[src/rtl/cr16_datapath_pkg.sv]
// Shared definitions for the CR16-style datapath.
// Holds the ALU operation codes, the opcode/opext encodings that select them,
// and the default datapath width.
package cr16_datapath_pkg;

  localparam int WIDTH_DEF = 16;

  // ALU operation codes (alucont)
  localparam logic [2:0] ALU_ADD = 3'b000;
  localparam logic [2:0] ALU_SUB = 3'b001;
  localparam logic [2:0] ALU_AND = 3'b010;
  localparam logic [2:0] ALU_OR  = 3'b011;
  localparam logic [2:0] ALU_XOR = 3'b100;
  localparam logic [2:0] ALU_MOV = 3'b101;
  localparam logic [2:0] ALU_LSH = 3'b110;
  localparam logic [2:0] ALU_LUI = 3'b111;

  // Opcode / opext encodings
  localparam logic [3:0] OP_RTYPE = 4'b0000;
  localparam logic [3:0] OP_AND   = 4'b0001;
  localparam logic [3:0] OP_OR    = 4'b0010;
  localparam logic [3:0] OP_XOR   = 4'b0011;
  localparam logic [3:0] OP_ADD   = 4'b0101;
  localparam logic [3:0] OP_LSH   = 4'b1000;
  localparam logic [3:0] OP_SUB   = 4'b1001;
  localparam logic [3:0] OP_CMP   = 4'b1011;
  localparam logic [3:0] OP_MOV   = 4'b1101;
  localparam logic [3:0] OP_LUI   = 4'b1111;

endpackage

[src/rtl/cr16_alu_decode.sv]
// ALU control decoder.
// Ports:
//   opcode  in  instruction bits [15:12]
//   opext   in  instruction bits [7:4]
//   alucont out ALU operation code
// For register-type instructions (opcode 0000) the operation comes from opext;
// otherwise it comes from opcode. Shift and LUI are recognised only on the
// opcode field. Unknown codes fall back to ADD for address/PC arithmetic.
module cr16_alu_decode
  import cr16_datapath_pkg::*;
(
  input  logic [3:0] opcode,
  input  logic [3:0] opext,
  output logic [2:0] alucont
);

  logic [3:0] key;

  assign key = (opcode == OP_RTYPE) ? opext : opcode;

  // Map the decode key to an ALU operation
  always_comb begin
    alucont = ALU_ADD;
    if (opcode == OP_LSH) begin
      alucont = ALU_LSH;
    end else if (opcode == OP_LUI) begin
      alucont = ALU_LUI;
    end else begin
      case (key)
        OP_ADD:  alucont = ALU_ADD;
        OP_SUB:  alucont = ALU_SUB;
        OP_CMP:  alucont = ALU_SUB;
        OP_AND:  alucont = ALU_AND;
        OP_OR:   alucont = ALU_OR;
        OP_XOR:  alucont = ALU_XOR;
        OP_MOV:  alucont = ALU_MOV;
        default: alucont = ALU_ADD;
      endcase
    end
  end

endmodule

[src/rtl/cr16_datapath.sv]
// 16-bit multicycle CR16-style datapath.
// Contains the PC, a 2^REGBITS x WIDTH register file, the immediate extender,
// the operand/address/write-back muxes and the ALU. All selects and enables
// come from the controller FSM.
// Ports:
//   clk, reset          clock; asynchronous active-high reset
//   wa_s, pc_s, alub_s, mem_s, wd_s, alua_s   mux selects
//   pcen, regwrite      PC / register-file write enables
//   signext_sign        1 = sign-extend imm, 0 = zero-extend
//   opcode, opext       instruction fields for ALU decode
//   mem_out             memory read data
//   rsrc_addr, rdest_addr, imm   instruction fields
//   Rsrc                register read port on rsrc_addr (store data)
//   mem_addr            memory address (PC or Rsrc)
//   alu_out             combinational ALU result
module cr16_datapath
  import cr16_datapath_pkg::*;
#(
  parameter int WIDTH   = WIDTH_DEF,
  parameter int ALUCONT = 3,
  parameter int IMM     = 8,
  parameter int REGBITS = 4
) (
  input  logic               clk,
  input  logic               reset,
  input  logic               wa_s,
  input  logic               pc_s,
  input  logic               alub_s,
  input  logic               mem_s,
  input  logic [1:0]         wd_s,
  input  logic [1:0]         alua_s,
  input  logic               pcen,
  input  logic               signext_sign,
  input  logic               regwrite,
  input  logic [3:0]         opcode,
  input  logic [3:0]         opext,
  input  logic [WIDTH-1:0]   mem_out,
  input  logic [REGBITS-1:0] rsrc_addr,
  input  logic [REGBITS-1:0] rdest_addr,
  input  logic [IMM-1:0]     imm,
  output logic [WIDTH-1:0]   Rsrc,
  output logic [WIDTH-1:0]   mem_addr,
  output logic [WIDTH-1:0]   alu_out
);

  logic [WIDTH-1:0]   regs [2**REGBITS];
  logic [WIDTH-1:0]   pc;
  logic [WIDTH-1:0]   pc_next;
  logic [WIDTH-1:0]   rdest;
  logic [WIDTH-1:0]   ext_imm;
  logic [WIDTH-1:0]   src_a;
  logic [WIDTH-1:0]   src_b;
  logic [WIDTH-1:0]   wd;
  logic [REGBITS-1:0] wa;
  logic [ALUCONT-1:0] alucont;
  logic [4:0]         rsh;

  cr16_alu_decode u_decode (
    .opcode  (opcode),
    .opext   (opext),
    .alucont (alucont)
  );

  // Combinational register reads; a write lands only at the clock edge
  assign rdest = regs[rdest_addr];
  assign Rsrc  = regs[rsrc_addr];

  assign ext_imm = signext_sign ? {{(WIDTH-IMM){imm[IMM-1]}}, imm}
                                : {{(WIDTH-IMM){1'b0}}, imm};

  assign wa       = wa_s   ? rdest_addr : rsrc_addr;
  assign src_b    = alub_s ? ext_imm    : Rsrc;
  assign pc_next  = pc_s   ? Rsrc       : alu_out;
  assign mem_addr = mem_s  ? Rsrc       : pc;

  // Operand A and write-data selection
  always_comb begin
    src_a = pc;
    wd    = alu_out;
    case (alua_s)
      2'b00:   src_a = pc;
      2'b01:   src_a = '0;
      2'b10:   src_a = rdest;
      2'b11:   src_a = Rsrc;
      default: src_a = pc;
    endcase
    case (wd_s)
      2'b00:   wd = mem_out;
      2'b01:   wd = pc;
      2'b10:   wd = ext_imm;
      2'b11:   wd = alu_out;
      default: wd = alu_out;
    endcase
  end

  // ALU; a right shift is encoded as a negative 5-bit count in B[4:0]
  always_comb begin
    alu_out = '0;
    rsh     = 5'd0 - src_b[4:0];
    case (alucont)
      ALU_ADD: alu_out = src_a + src_b;
      ALU_SUB: alu_out = src_a - src_b;
      ALU_AND: alu_out = src_a & src_b;
      ALU_OR:  alu_out = src_a | src_b;
      ALU_XOR: alu_out = src_a ^ src_b;
      ALU_MOV: alu_out = src_b;
      ALU_LSH: begin
        if (src_b[4]) begin
          alu_out = src_a >> rsh;
        end else begin
          alu_out = src_a << src_b[3:0];
        end
      end
      ALU_LUI: alu_out = {{(WIDTH-8){1'b0}}, src_b[7:0]} << 8;
      default: alu_out = '0;
    endcase
  end

  // PC register
  always_ff @(posedge clk or posedge reset) begin
    if (reset) begin
      pc <= '0;
    end else if (pcen) begin
      pc <= pc_next;
    end
  end

  // Register file write port
  always_ff @(posedge clk or posedge reset) begin
    if (reset) begin
      for (int i = 0; i < 2**REGBITS; i++) begin
        regs[i] <= '0;
      end
    end else if (regwrite) begin
      regs[wa] <= wd;
    end
  end

endmodule

[config.mk]
export PLATFORM = sky130hd
export DESIGN_NAME = cr16_datapath
export DESIGN_NICKNAME = d
export VERILOG_FILES = /design/src/rtl/cr16_datapath_pkg.sv /design/src/rtl/cr16_alu_decode.sv /design/src/rtl/cr16_datapath.sv
export SDC_FILE = /design/constraint.sdc
export NUM_CORES = 1
export LEC_CHECK = 0
export CAP_MARGIN = 30
export CORE_AREA = 5 5 229 231
export DETAILED_ROUTE_END_ITERATION = 12
export DIE_AREA = 0 0 234 236
export GPL_TIMING_DRIVEN = 0
export PLACE_DENSITY = 0.56
export SLEW_MARGIN = 0
export SYNTH_ARGS = -nofsm -noshare
export SYNTH_HDL_FRONTEND = slang
export SYNTH_SLANG_ARGS = --single-unit
[constraint.sdc]
create_clock -name clk -period 12.7 [get_ports clk]
set_clock_uncertainty 0.1 [all_clocks]
set_input_delay 2.54 -clock clk [delete_from_list [all_inputs] [get_ports clk]]
set_output_delay 2.54 -clock clk [all_outputs]
set_load 0.02 [all_outputs]
==> summary.md <==
| Metric | Value |
|---|---|
| IO Port Bufs | 88 |
| DRC viols | 0 |
| Layout-stage area growth over the synthesis result | 15.4% |
| Number of buffers on the longest clock path | 3 |
| Synthesized area | ~20000 µm² |
| Wire length of the first global-routing pass | 143 mm |
| Placeable core region | 49900 µm² |
| Routed len/inst | 32.0 µm |
| Post-synthesis cell count | 2302 |
| Layout net count | roughly 2500 |
| Seq cells post-synth | 272 |
| Outcome | completed |
| Antenna violations before repair | 1 |
| Placed Instances | 3082 |
| Max-cap violations | 0 |
| WL final | ~100 mm |
| Ys flop type | dfrtp_1 |
| Hold-fix buffers at CTS | 0 |
| Setup WS post-layout | 0.0182 ns |
| Number of vias per cell | 6.47 |
| Setup Viol. Count Final | 0 |
| Via count of the first global-routing pass | 20000 |
| Normalized max-slew margin | 19.3% |
| Period minus WS final | 12.68 ns |
| Kind of critical path | in -> out |
| Total die area | 55200 µm² |
| TritonCTS Buffers | 28 |
| Fraction of power consumed by sequential logic | around a third |
| Maximum operating frequency | 78.9 MHz |
| CTS root buffer | clkbuf_16 |
| Critical register-to-register path startpoint | regs[224] |
| Largest fanout on the critical path | 10 |
| Setup repair after global routing missed its margin | false |
| Startpoint kind of the worst setup timing path | primary input |
| Clock Pin Slew Worst Setup and Hold Paths | 0.06 ns |
| X dimension of the die | 234 µm |
| Commonest non-fill, non-tap cells in the layout | nand2_1 (375), dfrtp_1 (272), mux2i_1 (227) |
| Net switching component of the power | 0.00165 W |
| Length in cells of the worst reg-to-reg path | 19 |
| Starting density of the core | 39.8% |
| Count of TritonRoute iterations in the first routing pass | 6 |
| Number of enable-type register cells in the synthesized netlist | 0 |
| Setup slack, reg-to-reg | roughly 5.6 ns |
| Nature of the critical path endpoint | output pin |
| Per-instance average area after synthesis | approximately 8.6 µm² |
| Number of standard cells in the layout, taps in and fillers out | 3136 |
| Actual transition at the worst max-transition pin | 1.21 ns |
| Data arrival, critical path | about 10 ns |
| Hold Startpoint | regs[86] |
| H-Tree Level Count | 1 |
| Total count of hold-check failures in the final report | 0 |
| Switching share of total power | between 40 and 50% |
| Min-Delay Path Depth | 2 |
| Die span in y | ~240 µm |
| Internal cell power | 0.00228 W |
| Worst vdd ir | around 0.13 mV |
| Hold EP | regs[86] |
| Combined global-route utilization of all metal layers | 35.3% |
| Clock insertion delay at the later pin of the skew report | roughly 0.6 ns |
| Unique cell type count in the Yosys netlist | 91 |
| Final-report max-slew violation count | 0 |
| Detailed-placement wirelength estimate | 78.3 mm |
| Clock share of power | between 20% and 30% |
| Net count after synthesis | 2405 |
| Overflow left after global routing | 0 |
| Num Clock Sinks | 272 |
| CTS tree | built |
| Number of synthesis warnings | 0 |
| Most common cell after layout, fill and taps aside | nand2_1 |
| Endpoint of the worst register-to-register path | regs[184] |
| Proportion of layout cells with a drive suffix above 1 | 9.58% |
| Worst path required time | just over 10 ns |
| Proportion of synthesized flip-flops having asynchronous set or reset | 100% |
| Post-detailed-route count of antenna-violating nets | 0 |
| RD Place Congestion | 1.05 |
| PwrDens | approximately 170 nW/µm² |
| Final worst path period share | 99.9% |
| Boundary Pins | 101 |
| Leakage power of the design | about 9.9 nW |
| FP Rows | a little over 80 |
| Pin count of the biggest net entering global routing | roughly 130 |
| Vias | 20300 |
| Post-synthesis sequential area ratio | between 30% and 40% |
| Pre-CTS setup slack | -2.20 ns |
| Drt first-iter violations | 2920 |
| Gate power share | 42.3% |
| Hold WC Path Type | reg -> reg |
## cells in the mapped netlist (all sizes together) (39+ instances only)
library cell	number	area (µm²)
a21oi	119	599
nand2	375	1410
nor2	164	618
mux2i	227	2270
inv	67	252
clkbuf	118	443
buf	58	320
ha	49	613
o21ai	247	1240
mux4	39	882
dfrtp	272	6810
nand3	55	275
a22oi	80	601
## sequential cells by signal, indices dropped and copies added (netlist names)
name and flops:
pc 16, regs 256
## worst max path at each step
stage | from | endpoint | slack (ns) | depth (start not counted)
6_report | rdest_addr[1] | alu_out[15] | 0.02 | 20
5_1_grt | rdest_addr[1] | alu_out[15] | 0.007 | 20
4_1_cts | rsrc_addr[1] | alu_out[15] | 0.07 | 26
3_5_place_dp | rsrc_addr[1] | alu_out[15] | -2.20 | 27
3_3_place_gp | rsrc_addr[1] | alu_out[15] | -2.33 | 27
2_1_floorplan | rsrc_addr[0] | alu_out[15] | 1.81 | 22
## repair_timing
item | 4_1_cts | 5_1_grt
setup buffers | 1 | 1
setup endpoints to repair | 12 | 2
pin swaps | 1 | 1
resized for setup | 22 | 12
## per-layer routing
layer | vias to the layer above | GRT usage (%) | routed length, µm
met3 | 356 | 7.44 | 9110
li1 | 8743 | - | -
met1 | 9932 | 43.8 | 38000
met2 | 1265 | 55.5 | 45200
met4 | 0 | 23.0 | 8260
met5 | - | 0 | 0
## final cells by class
cell class	count	area, µm²
antenna	1	2.50
buffer	173	783
clock buffer	44	861
clock inverter	7	128
fill	5014	26900
inverter	70	270
multi-input combinational	1784	12100
sequential	272	6810
tap	672	841
timing repair buffer	113	1130
## power groups by stage
stage	clock (W)	combinational [W]	sequential [W]
floorplan	0	0.00104	0.00128
global placement	0	0.00158	0.00136
detailed placement	0	0.00160	0.00137
CTS	0.000906	0.00162	0.00135
global route	0.000935	0.00178	0.00139
finish	0.000903	0.00166	0.00137
## critical path, stage by stage
cell and delay (ns):
clkdlybuf4s50_1 0.83, nor2b_1 0.36, clkbuf_2 0.51, buf_1 0.68
clkbuf_2 0.55, a22oi_1 0.14, nand3_1 0.23, o2111ai_1 0.42
buf_4 0.33, ha_1 0.33, o21ai_0 0.38, nor2_1 0.06
o21ai_0 0.16, a21o_1 0.20, nand3_1 0.10, a2111oi_0 0.42
nor3_1 0.13, xnor3_1 0.49, a2111oi_4 0.46, clkdlybuf4s50_1 0.70
## stage by stage
step	util [%]	instance area (µm²)	TNS [ns]	hold WS [ns]	total power, W
after floorplan	-	19900	0	0.363	0.00232
after global placement	43.3	21600	-282.72	0.380	0.00293
after detailed placement	43.7	21800	-14.28	0.392	0.00297
after CTS	45.8	22800	0	0.406	0.00388
after global routing	46.0	22900	0	0.437	0.00410
final	46.0	22900	0	0.401	0.00393
## cell families after synthesis
logic type,share of synthesized area (%)
fa+ha+maj,3.19
flops,34.3
buf+inv,5.17
mux,17.3
simple gates,15.4
xor+xnor,1.22
compound gates,23.4
Note: power is estimated with default switching activity, not from simulation.
